[src/rtl/io_rgb_pwm.sv]
// IO-mapped three-channel PWM LED controller with double-buffered duty registers.
// Duty changes take effect only at a PWM period boundary, or at once on a FORCE write.
module io_rgb_pwm #(
  parameter logic [7:0] BASE_ADDR = 8'h20,
  parameter logic [7:0] PRESC_RST = 8'd0
) (
  input  logic       clk_i,
  input  logic       rst_i,
  input  logic [7:0] io_addr_i,
  input  logic [7:0] io_data_i,
  input  logic       io_write_i,
  input  logic       io_read_i,
  output logic [7:0] io_data_o,
  output logic [2:0] led_o
);

  logic            en_q, en_d;
  logic            inv_q, inv_d;
  logic [7:0]      presc_q, presc_d;
  logic [2:0][7:0] shadow_q, shadow_d;
  logic [2:0][7:0] active_q, active_d;
  logic            pend_q, pend_d;
  logic [7:0]      cnt_q, cnt_d;
  logic [7:0]      presc_cnt_q, presc_cnt_d;
  logic [7:0]      rdata_q, rdata_d;
  logic [2:0]      led_q, led_d;

  logic [7:0] off;
  logic       in_range;
  logic       wr_en;
  logic       rd_en;
  logic       tick;
  logic       boundary;
  logic [2:0] pwm;

  assign off      = io_addr_i - BASE_ADDR;
  assign in_range = (off < 8'd7);
  assign wr_en    = io_write_i && in_range;
  assign rd_en    = io_read_i && in_range;
  assign tick     = en_q && (presc_cnt_q == presc_q);
  assign boundary = tick && (cnt_q == 8'hff);

  always_comb begin
    en_d        = en_q;
    inv_d       = inv_q;
    presc_d     = presc_q;
    shadow_d    = shadow_q;
    active_d    = active_q;
    pend_d      = pend_q;
    cnt_d       = cnt_q;
    presc_cnt_d = presc_cnt_q;
    rdata_d     = rdata_q;

    // The >= also pulls presc_cnt back to 0 after PRESC is written below its current value.
    if (en_q) begin
      presc_cnt_d = (presc_cnt_q >= presc_q) ? 8'd0 : presc_cnt_q + 8'd1;
      if (tick) begin
        cnt_d = cnt_q + 8'd1;
      end
    end else begin
      presc_cnt_d = 8'd0;
      cnt_d       = 8'd0;
    end

    if (boundary && pend_q) begin
      active_d = shadow_q;
      pend_d   = 1'b0;
    end

    if (wr_en) begin
      case (off)
        8'd0: begin
          en_d  = io_data_i[0];
          inv_d = io_data_i[1];
        end
        8'd1:    presc_d = io_data_i;
        default: ;
      endcase
      // A duty write on a boundary clock still sets PEND; active took the old shadow above.
      for (int i = 0; i < 3; i++) begin
        if (off == 8'(i + 2)) begin
          shadow_d[i] = io_data_i;
          if (en_q) begin
            pend_d = 1'b1;
          end else begin
            active_d[i] = io_data_i;
          end
        end
      end
      if ((off == 8'd0) && io_data_i[2]) begin
        active_d = shadow_q;
        pend_d   = 1'b0;
      end
    end

    if (rd_en) begin
      case (off)
        8'd0:    rdata_d = {6'd0, inv_q, en_q};
        8'd1:    rdata_d = presc_q;
        8'd2:    rdata_d = shadow_q[0];
        8'd3:    rdata_d = shadow_q[1];
        8'd4:    rdata_d = shadow_q[2];
        8'd5:    rdata_d = {7'd0, pend_q};
        8'd6:    rdata_d = cnt_q;
        default: ;
      endcase
    end
  end

  always_comb begin
    pwm = '0;
    for (int i = 0; i < 3; i++) begin
      pwm[i] = (cnt_q < active_q[i]);
    end
    led_d = en_q ? (pwm ^ {3{inv_q}}) : {3{inv_q}};
  end

  always_ff @(posedge clk_i) begin
    if (!rst_i) begin
      en_q        <= 1'b0;
      inv_q       <= 1'b0;
      presc_q     <= PRESC_RST;
      shadow_q    <= '0;
      active_q    <= '0;
      pend_q      <= 1'b0;
      cnt_q       <= 8'd0;
      presc_cnt_q <= 8'd0;
      rdata_q     <= 8'd0;
      led_q       <= 3'b000;
    end else begin
      en_q        <= en_d;
      inv_q       <= inv_d;
      presc_q     <= presc_d;
      shadow_q    <= shadow_d;
      active_q    <= active_d;
      pend_q      <= pend_d;
      cnt_q       <= cnt_d;
      presc_cnt_q <= presc_cnt_d;
      rdata_q     <= rdata_d;
      led_q       <= led_d;
    end
  end

  assign io_data_o = rdata_q;
  assign led_o     = led_q;

endmodule

[config.mk]
export PLATFORM = sky130hd
export DESIGN_NAME = io_rgb_pwm
export DESIGN_NICKNAME = d
export VERILOG_FILES = /design/src/rtl/io_rgb_pwm.sv
export SDC_FILE = /design/constraint.sdc
export NUM_CORES = 1
export LEC_CHECK = 0
export CORE_MARGIN = 1
export CORE_UTILIZATION = 60
export DETAILED_ROUTE_END_ITERATION = 10
export HOLD_SLACK_MARGIN = 0.06
export PLACE_DENSITY = 0.88
export SYNTH_ARGS = -nofsm -noshare
export SYNTH_HDL_FRONTEND = slang
export SYNTH_SLANG_ARGS = --single-unit
[constraint.sdc]
create_clock -name clk_i -period 2.4 [get_ports clk_i]
set_clock_uncertainty 0.05 [all_clocks]
set_input_delay 0.24 -clock clk_i [delete_from_list [all_inputs] [get_ports clk_i]]
set_output_delay 0.24 -clock clk_i [all_outputs]
set_load 0.005 [all_outputs]
==> results_dict.tcl <==
set metrics [dict create \
    synth_top_area_share_pct 33.3 \
    final_cell_mix "86 x nor2_1, 86 x dfxtp_1, 61 x buf_4" \
    drc 0 \
    cts_made_buffers 9 \
    crit_required_ns 2.61 \
    avgViaCountPerCell 6.45 \
    htreeDepth 3 \
    fin_nets 749 \
    postRouteAntennaNets 0 \
    power_density_nw_per_um2 432 \
    yosys.cell_types.count 68 \
    antennaDiodeCount 0 \
    final_area_um2 6210 \
    detail_route.wl_per_cell_um 20.1 \
    final_cells 807 \
    first_pass_iters 5 \
    holdPathStages 2 \
    synthXorXnorAreaFrac_pct 2.83 \
    clock_latency_ns 0.37 \
    post-route-min-period_ns 2.26 \
    clockBufferDepth 2 \
    hold_end "io_data_o[6]$_SDFFE_PN0P_" \
    cp-end-kind "flip-flop" \
    status "finished clean" \
    synthAdderAreaFrac_pct 7.75 \
    io_pins 31 \
    drive_above_1_share_pct 14.4 \
    synthMuxAreaShare_pct 7.58 \
    yosysWarningCount 0 \
    dp.cells 789 \
    r2r_setup_slack_ns 0.14 \
    ir_drop_uv 376 \
    num_vias 5206 \
    r2r_cells 9 \
    synth_nets 668 \
    ys.flop_type "dfxtp_1" \
    worst_slew_pin_slew_ns 0.670 \
    setup_viol 0 \
    clock-sinks 86 \
    placement.io_buffers 30 \
    cap_violations 0 \
    chipHeight_um 94.8 \
    synth-simple-area-share_pct 21.1 \
    grt_pass1_vias 4877 \
    grt_max_degree 31 \
    rsz0062_at_grt "no" \
    dieArea_um2 8990 \
    gp_congestion 0.982 \
    synth_area_leaders "dfxtp_1 33%, ha_1 7.7%, mux2i_1 7.4%" \
    power.total_mw 2.68 \
    holdCritPathClass "reg2reg" \
    area_growth_pct 20.2 \
    hp-start "io_data_o[6]$_SDFFE_PN0P_" \
    path_clk_slew_ns 0.09 \
    syn_area_um2 5170 \
    antenna_found_initial 0 \
    place_hpwl_mm 12.5 \
    std_cell_rows 33 \
    critPathKind "reg2reg" \
    clockRootBuffer "clkbuf_8" \
    initial_utilization_pct 62.6 \
    ys_ff_latch 86 \
    syn_area_per_cell_um2 8.39 \
    grt-ovfl-total 0 \
    track_usage_pct 37.7 \
    drtIter0Drc 419 \
    max_freq_mhz 442 \
    finalHoldViolations 0 \
    worstSetupStartpointType "flip-flop" \
    core_area_um2 8260 \
    grt_pass1_wl_mm 25.3 \
    synth_edf_count 0 \
    die_w_um 94.8 \
    synth.yosys.seq_area_share_pct 33.3 \
    drt-total-wl_mm 16.2 \
    cts_tree "done" \
    fin_setup_tns_ns 0 \
    synth_top_family_by_area "compound AO/OA/AOI/OAI gates" \
    regToRegEndpoint "active_q[6]$_SDFF_PN0_" \
    synth_compound_area_share_pct 22.4 \
    cp_max_fo 13 \
    synth_top_cell_by_area "dfxtp_1" \
    arrival_ns 2.47 \
    p_leak_nw 2.43 \
    fin_crit_sh_pct 94.2 \
    relSlewSlack_pct 55.0 \
    synthArstFlopShare_pct 0 \
    syn_inst 616 \
    reg2reg_from "presc_q[1]$_SDFFE_PN0P_" \
    drv_slew 0 \
    place_area_um2 6010 \
]
[worst max-delay path by stage]
| stage | start | to | slack (ns) |
|---|---|---|---|
| floorplan | presc_cnt_q[0]$_SDFF_PP0_ | active_q[0]$_SDFF_PN0_ | 0.38 |
| global placement | io_addr_i[5] | shadow_q[1]$_SDFFE_PN0P_ | -0.06 |
| detailed placement | io_addr_i[5] | active_q[6]$_SDFF_PN0_ | -0.13 |
| CTS | presc_q[1]$_SDFFE_PN0P_ | active_q[6]$_SDFF_PN0_ | 0.08 |
| global route | presc_q[1]$_SDFFE_PN0P_ | active_q[6]$_SDFF_PN0_ | 0.02 |
| finish | presc_q[1]$_SDFFE_PN0P_ | active_q[6]$_SDFF_PN0_ | 0.14 |
[repair_timing]
action	in CTS	in global routing
setup endpoints to repair	0	4
resized for setup	0	0
hold buffers	0	0
buffers inserted	0	2
[area by class of cell]
class | instances | area, µm²
multi-input combinational | 467 | 3190
fill | 605 | 2050
sequential | 86 | 1720
timing repair buffer | 95 | 838
inverter | 38 | 143
tap | 105 | 131
clock buffer | 9 | 124
clock inverter | 7 | 63.8
[power by group]
group,switching [mW],internal (mW)
registers,0.00120,1.43
logic,0.149,0.109
clock network,0.598,0.400
total,0.748,1.94
[cell usage after synthesis (6+ instances only)]
master     count
nor3_1         6
and3_1         7
ha_1          32
or3_1          6
clkbuf_1      10
a211o_1        9
nand2_1       27
o21ai_1       10
xor2_1         8
inv_1         37
o2bb2ai_1      6
o21ai_0       29
nand2b_1      11
a21oi_1       36
buf_2         10
nand4_1       14
a22oi_1       20
nand3_1       12
nor2_1        86
a21o_1         8
o22ai_1       15
dfxtp_1       86
mux2i_1       38
o32ai_1        7
nor2b_1       10
[through the flow]
step | setup WS, ns | utilization, % | hold slack, ns
6_report | 0.138 | 75.2 | 0.462
5_1_grt | 0.0190 | 75.2 | 0.491
4_1_cts | 0.0826 | 75.0 | 0.462
3_5_place_dp | -0.131 | 72.8 | 0.431
3_3_place_gp | -0.0551 | 72.8 | 0.434
2_1_floorplan | 0.376 | - | 0.334
[worst max-delay path, cell delays in order, from the launching register on]
cell and delay [ns]:
dfxtp_1 0.39, inv_1 0.09, ha_1 0.32, nand4_1 0.09, buf_4 0.18, or3_1 0.42, nor2_4 0.17, buf_12 0.14
nor2_1 0.05, o32ai_1 0.26
[sequential cells by signal, summed over array words and instances (netlist names)]
name	count
en_q	1
shadow_q	24
cnt_q	8
presc_q	8
led_o	3
pend_q	1
active_q	24
presc_cnt_q	8
inv_q	1
io_data_o	8
[metal layers]
layer  part of all wire [%]  routed length (µm)  global-route usage [%]
met5                      0                   0                       0
met4                    3.3                 530                    14.8
met3                     10                1620                    8.21
met2                     46                7370                    60.1
met1                     41                6660                    49.5
[logic make-up (layout without fill, tap and decap cells)]
group	Yosys count	count (layout)
and+or+nand+nor	210	210
AOI/OAI and AO/OA	171	171
DFF	86	86
buffers and inverters	63	149
muxes	39	39
adders and majority gates	32	32
xor gates and xnor gates	15	15
No activity file was read; power rests on OpenSTA's default activity.
